===== src/rtl/rect_fill_engine_pkg.sv =====
// Shared frame-buffer geometry, colours, FSM encoding and helpers.
// Included by every rect_fill_engine file.
package rect_fill_engine_pkg;

  localparam int FB_AW       = 15;
  localparam int FB_DW       = 3;
  localparam int FB_SCREEN_X = 176;
  localparam int FB_GRID_W   = 80;
  localparam int FB_GRID_H   = 60;

  localparam logic [2:0] RED_VGA   = 3'b100;
  localparam logic [2:0] GREEN_VGA = 3'b010;
  localparam logic [2:0] BLUE_VGA  = 3'b001;

  localparam logic [1:0] ST_IDLE = 2'd0;
  localparam logic [1:0] ST_CLIP = 2'd1;
  localparam logic [1:0] ST_FILL = 2'd2;
  localparam logic [1:0] ST_DONE = 2'd3;

  typedef struct packed {
    logic [6:0] w_eff;
    logic [5:0] h_eff;
    logic       empty;
  } clip_t;

  // Multiply by a constant stride as a sum of shifted copies.
  function automatic logic [31:0] shift_add(
    input logic [31:0] a,
    input logic [31:0] k
  );
    logic [31:0] acc;
    acc = '0;
    for (int i = 0; i < 32; i++) begin
      if (k[i]) acc = acc + (a << i);
    end
    return acc;
  endfunction

  // Rooms go negative (bit 7) once the origin lies past the grid.
  function automatic clip_t clip_rect(
    input logic [6:0] x0,
    input logic [5:0] y0,
    input logic [6:0] w,
    input logic [5:0] h,
    input logic [7:0] gw,
    input logic [7:0] gh
  );
    logic [7:0] room_x;
    logic [7:0] room_y;
    clip_t      c;
    room_x  = gw - {1'b0, x0};
    room_y  = gh - {2'b00, y0};
    c.w_eff = ({1'b0, w} < room_x) ? w : room_x[6:0];
    c.h_eff = ({2'b00, h} < room_y) ? h : room_y[5:0];
    c.empty = (w == '0) || (h == '0)
           || (room_x == '0) || room_x[7]
           || (room_y == '0) || (room_y[7:6] != 2'b00);
    return c;
  endfunction

endpackage


===== src/rtl/rect_fill_engine_if.sv =====
// Command handshake plus frame-buffer write port of rect_fill_engine.
// The outline signal exists only with RECT_FILL_OUTLINE_EN.
interface rect_fill_engine_if
  import rect_fill_engine_pkg::*;
#(
  parameter int AW = FB_AW,
  parameter int DW = FB_DW
);

  logic          start;
  logic [6:0]    x0;
  logic [5:0]    y0;
  logic [6:0]    w;
  logic [5:0]    h;
  logic [DW-1:0] color;
`ifdef RECT_FILL_OUTLINE_EN
  logic          outline;
`endif
  logic          busy;
  logic          done;
  logic [AW-1:0] mem_px_addr;
  logic [DW-1:0] mem_px_data;
  logic          px_wr;

  modport slave (
`ifdef RECT_FILL_OUTLINE_EN
    input  outline,
`endif
    input  start, x0, y0, w, h, color,
    output busy, done,
    output mem_px_addr, mem_px_data, px_wr
  );

  modport master (
`ifdef RECT_FILL_OUTLINE_EN
    output outline,
`endif
    output start, x0, y0, w, h, color,
    input  busy, done,
    input  mem_px_addr, mem_px_data, px_wr
  );

endinterface


===== src/rtl/rect_fill_engine_raster_walker.sv =====
// Raster walker: column/row counters, running row base, last/border flags.
// border_o exists only with RECT_FILL_OUTLINE_EN.
module raster_walker
  import rect_fill_engine_pkg::*;
#(
  parameter int AW       = FB_AW,
  parameter int SCREEN_X = FB_SCREEN_X
) (
  input  logic          clk,
  input  logic          rst,
  input  logic          load_i,
  input  logic          step_i,
  input  logic [6:0]    w_eff_i,
  input  logic [5:0]    h_eff_i,
  input  logic [AW-1:0] base_i,
  output logic [AW-1:0] addr_o,
`ifdef RECT_FILL_OUTLINE_EN
  output logic          border_o,
`endif
  output logic          last_o
);

  logic [6:0]    cx_q;
  logic [5:0]    cy_q;
  logic [6:0]    wl_q;
  logic [5:0]    hl_q;
  logic [AW-1:0] row_q;
  logic          row_end;

  assign row_end = (cx_q == wl_q);

  always_ff @(posedge clk or negedge rst) begin
    if (!rst) begin
      cx_q  <= '0;
      cy_q  <= '0;
      wl_q  <= '0;
      hl_q  <= '0;
      row_q <= '0;
    end else if (load_i) begin
      cx_q  <= '0;
      cy_q  <= '0;
      wl_q  <= w_eff_i - 7'd1;
      hl_q  <= h_eff_i - 6'd1;
      row_q <= base_i;
    end else if (step_i) begin
      if (row_end) begin
        cx_q  <= '0;
        cy_q  <= cy_q + 6'd1;
        row_q <= row_q + AW'(SCREEN_X);
      end else begin
        cx_q  <= cx_q + 7'd1;
      end
    end
  end

  assign addr_o = row_q + AW'(cx_q);
  assign last_o = row_end && (cy_q == hl_q);

`ifdef RECT_FILL_OUTLINE_EN
  assign border_o = (cx_q == '0) || row_end
                 || (cy_q == '0) || (cy_q == hl_q);
`endif

endmodule


===== src/rtl/rect_fill_engine.sv =====
// Rectangle rasteriser driving the frame-buffer write port.
// Optional outline mode is enabled by defining RECT_FILL_OUTLINE_EN.
module rect_fill_engine
  import rect_fill_engine_pkg::*;
#(
  parameter int AW       = FB_AW,
  parameter int DW       = FB_DW,
  parameter int SCREEN_X = FB_SCREEN_X,
  parameter int GRID_W   = FB_GRID_W,
  parameter int GRID_H   = FB_GRID_H
) (
  input logic               clk,
  input logic               rst,
  rect_fill_engine_if.slave bus
);

  logic [1:0]    state_q, state_d;
  logic [6:0]    x0_q;
  logic [5:0]    y0_q;
  logic [6:0]    w_q;
  logic [5:0]    h_q;
  logic [DW-1:0] color_q;
`ifdef RECT_FILL_OUTLINE_EN
  logic          outline_q;
  logic          border;
`endif

  logic          busy_q;
  logic          done_q;
  logic          px_wr_q;
  logic [AW-1:0] addr_q;
  logic [DW-1:0] data_q;

  logic          st_idle, st_clip, st_fill, st_done;
  logic          accept, load, last, wr_en;
  logic [AW-1:0] base;
  logic [AW-1:0] walk_addr;
  clip_t         clip;

  assign st_idle = (state_q == ST_IDLE);
  assign st_clip = (state_q == ST_CLIP);
  assign st_fill = (state_q == ST_FILL);
  assign st_done = (state_q == ST_DONE);
  assign accept  = st_idle && bus.start;

  assign clip = clip_rect(x0_q, y0_q, w_q, h_q,
                          8'(GRID_W), 8'(GRID_H));

  // No multiplier: the stride is a constant shift-add.
  assign base = AW'(shift_add(32'(y0_q), 32'(SCREEN_X)))
              + AW'(x0_q);

  assign load = st_clip && !clip.empty;

  always_comb begin
    state_d = state_q;
    unique case (1'b1)
      st_idle: if (bus.start) state_d = ST_CLIP;
      st_clip: state_d = clip.empty ? ST_DONE : ST_FILL;
      st_fill: if (last) state_d = ST_DONE;
      st_done: state_d = ST_IDLE;
      default: state_d = ST_IDLE;
    endcase
  end

  always_ff @(posedge clk or negedge rst) begin
    if (!rst) state_q <= ST_IDLE;
    else      state_q <= state_d;
  end

  always_ff @(posedge clk or negedge rst) begin
    if (!rst) begin
      x0_q      <= '0;
      y0_q      <= '0;
      w_q       <= '0;
      h_q       <= '0;
      color_q   <= '0;
`ifdef RECT_FILL_OUTLINE_EN
      outline_q <= 1'b0;
`endif
    end else if (accept) begin
      x0_q      <= bus.x0;
      y0_q      <= bus.y0;
      w_q       <= bus.w;
      h_q       <= bus.h;
      color_q   <= bus.color;
`ifdef RECT_FILL_OUTLINE_EN
      outline_q <= bus.outline;
`endif
    end
  end

  raster_walker #(
    .AW       (AW),
    .SCREEN_X (SCREEN_X)
  ) u_walker (
    .clk      (clk),
    .rst      (rst),
    .load_i   (load),
    .step_i   (st_fill),
    .w_eff_i  (clip.w_eff),
    .h_eff_i  (clip.h_eff),
    .base_i   (base),
    .addr_o   (walk_addr),
`ifdef RECT_FILL_OUTLINE_EN
    .border_o (border),
`endif
    .last_o   (last)
  );

`ifdef RECT_FILL_OUTLINE_EN
  assign wr_en = st_fill && (!outline_q || border);
`else
  assign wr_en = st_fill;
`endif

  // Address and data only move on a real write, so they hold between writes.
  always_ff @(posedge clk or negedge rst) begin
    if (!rst) begin
      busy_q  <= 1'b0;
      done_q  <= 1'b0;
      px_wr_q <= 1'b0;
      addr_q  <= '0;
      data_q  <= '0;
    end else begin
      busy_q  <= (state_d != ST_IDLE);
      done_q  <= st_done;
      px_wr_q <= wr_en;
      if (wr_en) begin
        addr_q <= walk_addr;
        data_q <= color_q;
      end
    end
  end

  assign bus.busy        = busy_q;
  assign bus.done        = done_q;
  assign bus.px_wr       = px_wr_q;
  assign bus.mem_px_addr = addr_q;
  assign bus.mem_px_data = data_q;

endmodule


===== src/flat_wrapper.sv =====
// flat-port wrapper written by rule: the top's interface ports become plain ports
module rect_fill_engine_flat import rect_fill_engine_pkg::*;
#(
  parameter int AW       = FB_AW,
  parameter int DW       = FB_DW,
  parameter int SCREEN_X = FB_SCREEN_X,
  parameter int GRID_W   = FB_GRID_W,
  parameter int GRID_H   = FB_GRID_H
)
  (clk, rst, bus_start, bus_x0, bus_y0, bus_w, bus_h, bus_color, bus_busy, bus_done, bus_mem_px_addr, bus_mem_px_data, bus_px_wr);
  rect_fill_engine_if #(.AW(AW), .DW(DW)) bus_i ();
  input logic clk;
  input logic rst;
  input wire logic [$bits(bus_i.start)-1:0] bus_start;
  input wire logic [$bits(bus_i.x0)-1:0] bus_x0;
  input wire logic [$bits(bus_i.y0)-1:0] bus_y0;
  input wire logic [$bits(bus_i.w)-1:0] bus_w;
  input wire logic [$bits(bus_i.h)-1:0] bus_h;
  input wire logic [$bits(bus_i.color)-1:0] bus_color;
  output wire logic [$bits(bus_i.busy)-1:0] bus_busy;
  output wire logic [$bits(bus_i.done)-1:0] bus_done;
  output wire logic [$bits(bus_i.mem_px_addr)-1:0] bus_mem_px_addr;
  output wire logic [$bits(bus_i.mem_px_data)-1:0] bus_mem_px_data;
  output wire logic [$bits(bus_i.px_wr)-1:0] bus_px_wr;
  assign bus_i.start = bus_start;
  assign bus_i.x0 = bus_x0;
  assign bus_i.y0 = bus_y0;
  assign bus_i.w = bus_w;
  assign bus_i.h = bus_h;
  assign bus_i.color = bus_color;
  assign bus_busy = bus_i.busy;
  assign bus_done = bus_i.done;
  assign bus_mem_px_addr = bus_i.mem_px_addr;
  assign bus_mem_px_data = bus_i.mem_px_data;
  assign bus_px_wr = bus_i.px_wr;
  rect_fill_engine #(.AW(AW), .DW(DW), .SCREEN_X(SCREEN_X), .GRID_W(GRID_W), .GRID_H(GRID_H)) u_core (.clk(clk), .rst(rst), .bus(bus_i));
endmodule

===== config.mk =====
export PLATFORM = sky130hd
export DESIGN_NAME = rect_fill_engine_flat
export DESIGN_NICKNAME = d
export VERILOG_FILES = /design/src/rtl/rect_fill_engine_pkg.sv /design/src/rtl/rect_fill_engine_if.sv /design/src/rtl/rect_fill_engine_raster_walker.sv /design/src/rtl/rect_fill_engine.sv /design/src/flat_wrapper.sv
export SDC_FILE = /design/constraint.sdc
export NUM_CORES = 1
export LEC_CHECK = 0
export ABC_CLOCK_PERIOD_IN_PS = 4059
export BUFFER_PORTS_ARGS = -buffer_cell sky130_fd_sc_hd__buf_2
export CAP_MARGIN = 40
export CORE_ASPECT_RATIO = 0.7
export CORE_MARGIN = 3
export CORE_UTILIZATION = 61
export DETAILED_ROUTE_END_ITERATION = 12
export PLACE_DENSITY = 0.81
export SETUP_SLACK_MARGIN = 0.5
export SLEW_MARGIN = 10
export SYNTH_ARGS = -nofsm -noshare
export SYNTH_HDL_FRONTEND = slang
export SYNTH_SLANG_ARGS = --single-unit

===== constraint.sdc =====
create_clock -name clk -period 4.06 [get_ports clk]
set_input_delay 0.812 -clock clk [delete_from_list [all_inputs] [get_ports clk]]
set_output_delay 0.812 -clock clk [all_outputs]
set_load 0.01 [all_outputs]

Word-level counts from Yosys, hierarchy flattened
Cells that the tools add are included.
{"block": "op_classes", "addsub": 11, "mul": 0, "n_div": 0, "order_cmp": 2, "eq_ne": 5, "shifts": 0, "n_mux": 15, "n_bitwise": 0, "n_reduce_logical": 19}
{"cell": "2-to-1 mux 15 bit", "count": 3}
{"cell": "adder 15 x 7 -> 15 bit", "count": 2}
{"cell": "2-to-1 mux 7 bit", "count": 4}
{"cell": "2-to-1 mux 6 bit", "count": 4}
{"cell": "zero test 8 bit", "count": 2}
{"cell": "adder 15 x 13 -> 15 bit", "count": 1}
{"cell": "adder 15 x 8 -> 15 bit (second input constant)", "count": 1}
{"cell": "adder 10 x 11 -> 12 bit", "count": 1}
{"cell": "less-than comparator 6 x 8 -> 1 bit", "count": 1}
{"cell": "less-than comparator 7 x 8 -> 1 bit", "count": 1}
{"cell": "nonzero test 2 bit", "count": 4}
{"cell": "subtractor 7 x 7 -> 8 bit (first input constant)", "count": 1}
{"cell": "adder 7 x 1 -> 7 bit (second input constant)", "count": 1}
{"cell": "equality test 7 bit", "count": 1}
{"cell": "zero test 7 bit", "count": 1}
{"cell": "subtractor 6 x 6 -> 7 bit (first input constant)", "count": 1}
{"cell": "subtractor 7 x 1 -> 7 bit (second input constant)", "count": 1}
{"cell": "adder 6 x 1 -> 6 bit (second input constant)", "count": 1}
{"cell": "equality test 6 bit", "count": 1}
{"cell": "zero test 6 bit", "count": 1}
{"cell": "one-hot mux 2 bit (3 select lines)", "count": 1}
{"cell": "subtractor 6 x 1 -> 6 bit (second input constant)", "count": 1}
{"cell": "logical OR 1 bit", "count": 5}
{"cell": "equality test 2 bit (second input constant)", "count": 2}
{"cell": "other kinds (7)", "count": 10}
{"block": "word_totals", "register_bits": 93, "latch_bits": 0, "ramBits": 0, "rom_bits": 0, "in_bits": 32, "out_inout_bits": 21, "word_cells": 68, "memories": 0}

Longest topological paths before layout
{"block": "logic_depth", "depth_word": 10, "mapped_depth": 16, "mapped_depth_nobuf": 16}

Modules after synthesis
From an unflattened synthesis, not the netlist that was laid out.
{"block": "hier_totals", "cells_unflattened": 555, "hier_area_um2": 5696.7}
{"mod": "rect_fill_engine", "instances": 1, "cells_per_inst": 270, "area_per_inst_um2": 3059.2, "seq_area_each_um2": 1301.2}
{"mod": "raster_walker", "instances": 1, "cells_per_inst": 285, "area_per_inst_um2": 2637.5, "seq_area_each_um2": 1026.0}

Least setup slack after synthesis
Ideal clock, no wire load.
{"block": "synth_timing", "path_type": "register to register", "from": "register u_core.x0_q[0]", "to": "register u_core.u_walker.wl_q[4]", "setup_ns": 0.126, "arrival_time_ns": 3.506, "path_slack_ns": 0.429, "path_stages_with_launch": 17, "synth_period_minus_slack_ns": 3.631, "cell_sequence": "dfrtp_1 > inv_1 > ha_1 > or3b_1 > xor2_1 > ha_1 > o211ai_1 > o21ai_1 > o21ai_1 > a21oi_4 > mux2i_1 > ha_1 > inv_1 > or3_1 > xnor2_1 > mux2i_1 > a21oi_1"}
{"block": "synth_via", "elab_chain_len": 8, "elab_cells_between_ends": 11}
{"element": "from (decl)", "line_no": "rect_fill_engine.sv:18", "source": "logic [6:0] x0_q;"}
{"element": "from (signal assigned)", "line_no": "rect_fill_engine.sv:82", "source": "x0_q <= bus.x0;"}
{"element": "subtractor 7 x 7 -> 8 bit *", "line_no": "rect_fill_engine_pkg.sv:51", "source": "room_x = gw - {1'b0, x0};"}
{"element": "branches (longest 7 deep; another with less-than comparator 7 x 8 -> 1 bit)"}
{"element": "to (signal assigned)", "line_no": "rect_fill_engine_raster_walker.sv:42", "source": "wl_q <= w_eff_i - 7'd1;"}
{"element": "to (decl)", "line_no": "rect_fill_engine_raster_walker.sv:25", "source": "logic [6:0] wl_q;"}
Every way passes the cells marked *.
A chain may end at the register's enable or synchronous reset.

Final worst setup path
{"block": "layout_timing", "from": "register u_core.x0_q[1]", "to": "register u_core.u_walker.wl_q[4]"}
Same word-level chain as after synthesis.

==> PnR_summary.wiki <==
{| class="wikitable"
! Metric !! Value
|-
| Height of the die || 90.0 um
|-
| Mux cell area share after synthesis || 8.76%
|-
| Fraction of the mapped netlist area in adder cells || 10.5%
|-
| Final hold violations || 0
|-
| Worst EP arrival || between 3000 and 4000 ps
|-
| Total setup violations reported at the end of the flow || 0
|-
| Reg-to-reg startpoint || u_core.x0_q[1]
|-
| Final WL || ~14000 um
|-
| Result of the run || finished clean
|-
| Post-Route Skew || 10.1 ps
|-
| Count of placed standard cells in the final layout, fillers left out || slightly above 800
|-
| Clock transition at the registers of the reported paths || 70 ps
|-
| Router iterations before antenna repair || 5
|-
| Grt ovf || 0
|-
| Pin count of the biggest net entering global routing || 54
|-
| Fraction of synthesized cell area in xor and xnor cells || 9.27%
|-
| Vias post-DR || 4874
|-
| Layout filler cell count || 727
|-
| Count of unresolved DRC violations after routing || 0
|-
| Wire length of the first global-routing pass || 23300 um
|-
| Ratio of cells with drive above 1 in the final layout || 23.3%
|-
| Total Nets Final || 772
|-
| Clock root buffer || clkbuf_16
|-
| Synth Area in Simple Gates || 15.6%
|-
| Antenna violations before repair || 0
|-
| Critical Path Fanout Max || 4
|-
| Met2 usage || 39.6%
|-
| Via count of the first global-routing pass || slightly below 5000
|-
| Layout-stage area growth over the synthesis result || 14.6%
|-
| Final estimated routing congestion in global placement || roughly 0.9
|-
| Top-level port count || 53
|-
| Number of distinct library cell variants in the gate-level netlist after synthesis || 70
|-
| Antenna diodes || 0
|-
| Power density of the placed cells || 1020 nW/um^2
|-
| Synth Warn # || 0
|-
| IO buf count || 52
|-
| Iteration-0 DRC count of the detailed router || 350
|-
| Maximum single-stage delay on the critical path || 410 ps
|-
| Fraction of the cycle the final worst path needs || 87.7%
|-
| Mean instance size in the synthesized netlist || slightly below 10 um^2
|-
| CP delay by family, top || compound AO/OA/AOI/OAI gates
|-
| Slew at the pin with the worst max-slew slack || ~690 ps
|-
| Cells along the critical path || inv_2 -> ha_4 -> or3b_4 -> xor2_4 -> ha_4 -> o211ai_1 -> o21ai_2 -> a21oi_2 -> a21oi_4 -> mux2i_2 -> ha_2 -> inv_2 -> or3_1 -> xnor2_1 -> mux2i_1 -> a21oi_1
|-
| Net count after synthesis || 707
|-
| Number of CTS-inserted buffers || 9
|-
| Global-route usage over all layers || between 20% and 30%
|-
| Hold WS || 474 ps
|-
| Kind of start point of the critical path || register
|-
| FFs w/ async S/R, synth || 100%
|-
| Buffers plus inverters on the worst setup path || 2
|-
| Post-synthesis cell count || about 630
|-
| CTS tree || yes
|-
| Top achievable clock speed || 0.281 GHz
|-
| Met3 GRT Util || 5.76%
|-
| Most Crowded Layer GR || met2
|-
| Drt via density || 5.92
|-
| Largest family of logic cells by synthesized area || simple AND/OR/NAND/NOR gates
|-
| Flop2flop setup slack || 500 ps
|-
| Number of placed instances, taps included || 794
|-
| DPL Wire Length || 10000 um
|-
| Setup crit end kind || register
|-
| Synth Cell Area || about 6000 um^2
|-
| Cts hold-fix bufs || 0
|-
| Compound-Gate Fraction of Synth Area || 14.0%
|-
| Max Transition Viols Final || 0
|-
| Clock latency reported for the late side of the worst-skew pair || roughly 350 ps
|-
| Hold Crit Endpoint || u_core.bus.mem_px_addr[4]
|-
| Number of synthesized flops with an enable pin || 0
|-
| Data required time at the worst endpoint || 4290 ps
|-
| Worst hold start || u_core.bus.mem_px_addr[4]
|-
| Number of core rows || 30
|-
| Die width || between 100 and 150 um
|-
| Headroom to the max-slew limit || 53.6%
|-
| Setup TNS after final layout || 0 ps
|-
| Initial Utilization || about 63%
|-
| Share of synthesized area occupied by flip-flops and latches || 37.8%
|-
| Floorplan Core Area || 9760 um^2
|-
| Cell with the largest stage delay on the worst path || or3b_4
|-
| Number of instances on the worst hold path || 1
|-
| Leak pwr || approximately 3.2 nW
|-
| RSZ-0062 raised after global routing || yes
|-
| Global-route met1 utilization || 34.2%
|-
| Number of cells on the worst reg-to-reg path || 16
|-
| Type of the worst setup path || register to register
|-
| Final ANT Viol Nets || 0
|-
| Die area || 11400 um^2
|-
| End of the worst register-to-register path || u_core.u_walker.wl_q[4]
|-
| Clock Sinks || 93
|-
| Worst vdd ir || about 0.56 mV
|-
| Top FF cell, synth || dfrtp_1
|-
| Maximum buffer depth of the clock tree || 2
|-
| Post-layout minimum cycle time || 3560 ps
|-
| Count of maximum capacitance violations || 0
|-
| H-tree levels || 3
|-
| Flops & latches, synth || between 90 and 100
|-
| Worst hold path type || register to register
|-
| Drt wl/cell || 16.7 um
|}
==> layout by cell type, fill, tap and decap left out, types with 19 or more instances in the layout <==
cell,n
nand2_1,49
inv_1,31
nor2_1,40
buf_2,51
mux2_2,32
buf_4,24
a21oi_1,21
dfrtp_1,91
o21ai_0,32
xnor2_1,42
ha_1,42
xor2_1,19
==> what timing repair did <==
item                                    CTS  global route
pin swaps                                 4            13
endpoints found under the setup margin    3             4
setup buffers                             5             9
resized for setup                        13            10
==> area by class of cell <==
cell class	count	area (um^2)	share of cell area, %
clock inverter	3	20.0	0.284
timing repair buffer	76	463	6.56
multi-input combinational	477	3690	52.3
clock buffer	13	260	3.69
sequential	93	2330	33.0
tap	128	160	2.27
inverter	34	130	1.84
==> how the worst max path moves through the flow <==
| stage | slack (ps) | cells after the start | start | endpoint |
|---|---|---|---|---|
| after detailed placement | 60 | 16 | u_core.x0_q[0] | u_core.u_walker.wl_q[6] |
| final | 500 | 16 | u_core.x0_q[1] | u_core.u_walker.wl_q[4] |
| after CTS | 500 | 16 | u_core.x0_q[0] | u_core.u_walker.wl_q[4] |
| after floorplan | 520 | 15 | u_core.x0_q[0] | u_core.u_walker.wl_q[4] |
| after global placement | 300 | 16 | u_core.x0_q[0] | u_core.u_walker.wl_q[4] |
| after global routing | 320 | 16 | u_core.x0_q[1] | u_core.u_walker.wl_q[4] |
==> through the flow <==
step | util [%] | worst slack [ps] | area, um^2 | total power, mW
6_report | 72.3 | 498 | 7050 | 7.21
5_1_grt | 72.3 | 321 | 7050 | 7.85
4_1_cts | 71.1 | 500 | 6940 | 6.92
3_5_place_dp | 67.4 | 64.0 | 6580 | 5.92
3_3_place_gp | 67.2 | 298 | 6550 | 5.73
2_1_floorplan | - | 520 | 6170 | 5.01
==> layer usage <==
| metal | wire, um | part of all wire, % |
|---|---|---|
| met1 | 6270 | 46 |
| met2 | 6580 | 48 |
| met3 | 640 | 4.7 |
| met4 | 266 | 1.9 |
| met5 | 0 | 0 |
==> Yosys cell counts (all sizes together) (10+ instances only) <==
library cell	instances	area, um^2
xnor2	43	395
mux2i	13	130
nand3	14	70.1
clkbuf	12	46.3
o21ai	39	199
mux2	36	409
nor2	43	166
nand4	10	62.6
buf	10	72.6
dfrtp	93	2330
nor3	16	80.1
ha	46	576
nand2	49	184
inv	34	128
a31oi	10	62.6
xor2	20	175
a21o	13	97.6
a21oi	25	144
==> power breakdown <==
part | internal (mW) | switching (mW) | total (mW)
Sequential | 1.34 | 0.482 | 1.82
Combinational | 2.23 | 2.35 | 4.58
Clock | 0.448 | 0.359 | 0.807
Total | 4.02 | 3.19 | 7.21
==> cell families after synthesis <==
group / after synthesis
mux: 49
fa+ha+maj: 50
simple gates: 187
flops: 93
buf+inv: 56
compound gates: 128
xor+xnor: 63
==> state kept, by name, indices dropped and copies added (netlist names), 7 cells and up <==
signal / cells
u_core.u_walker.cx_q: 7
u_core.w_q: 7
u_core.u_walker.wl_q: 7
u_core.u_walker.row_q: 15
u_core.bus.mem_px_addr: 15
u_core.x0_q: 7
(Power assumes the default switching activity.)
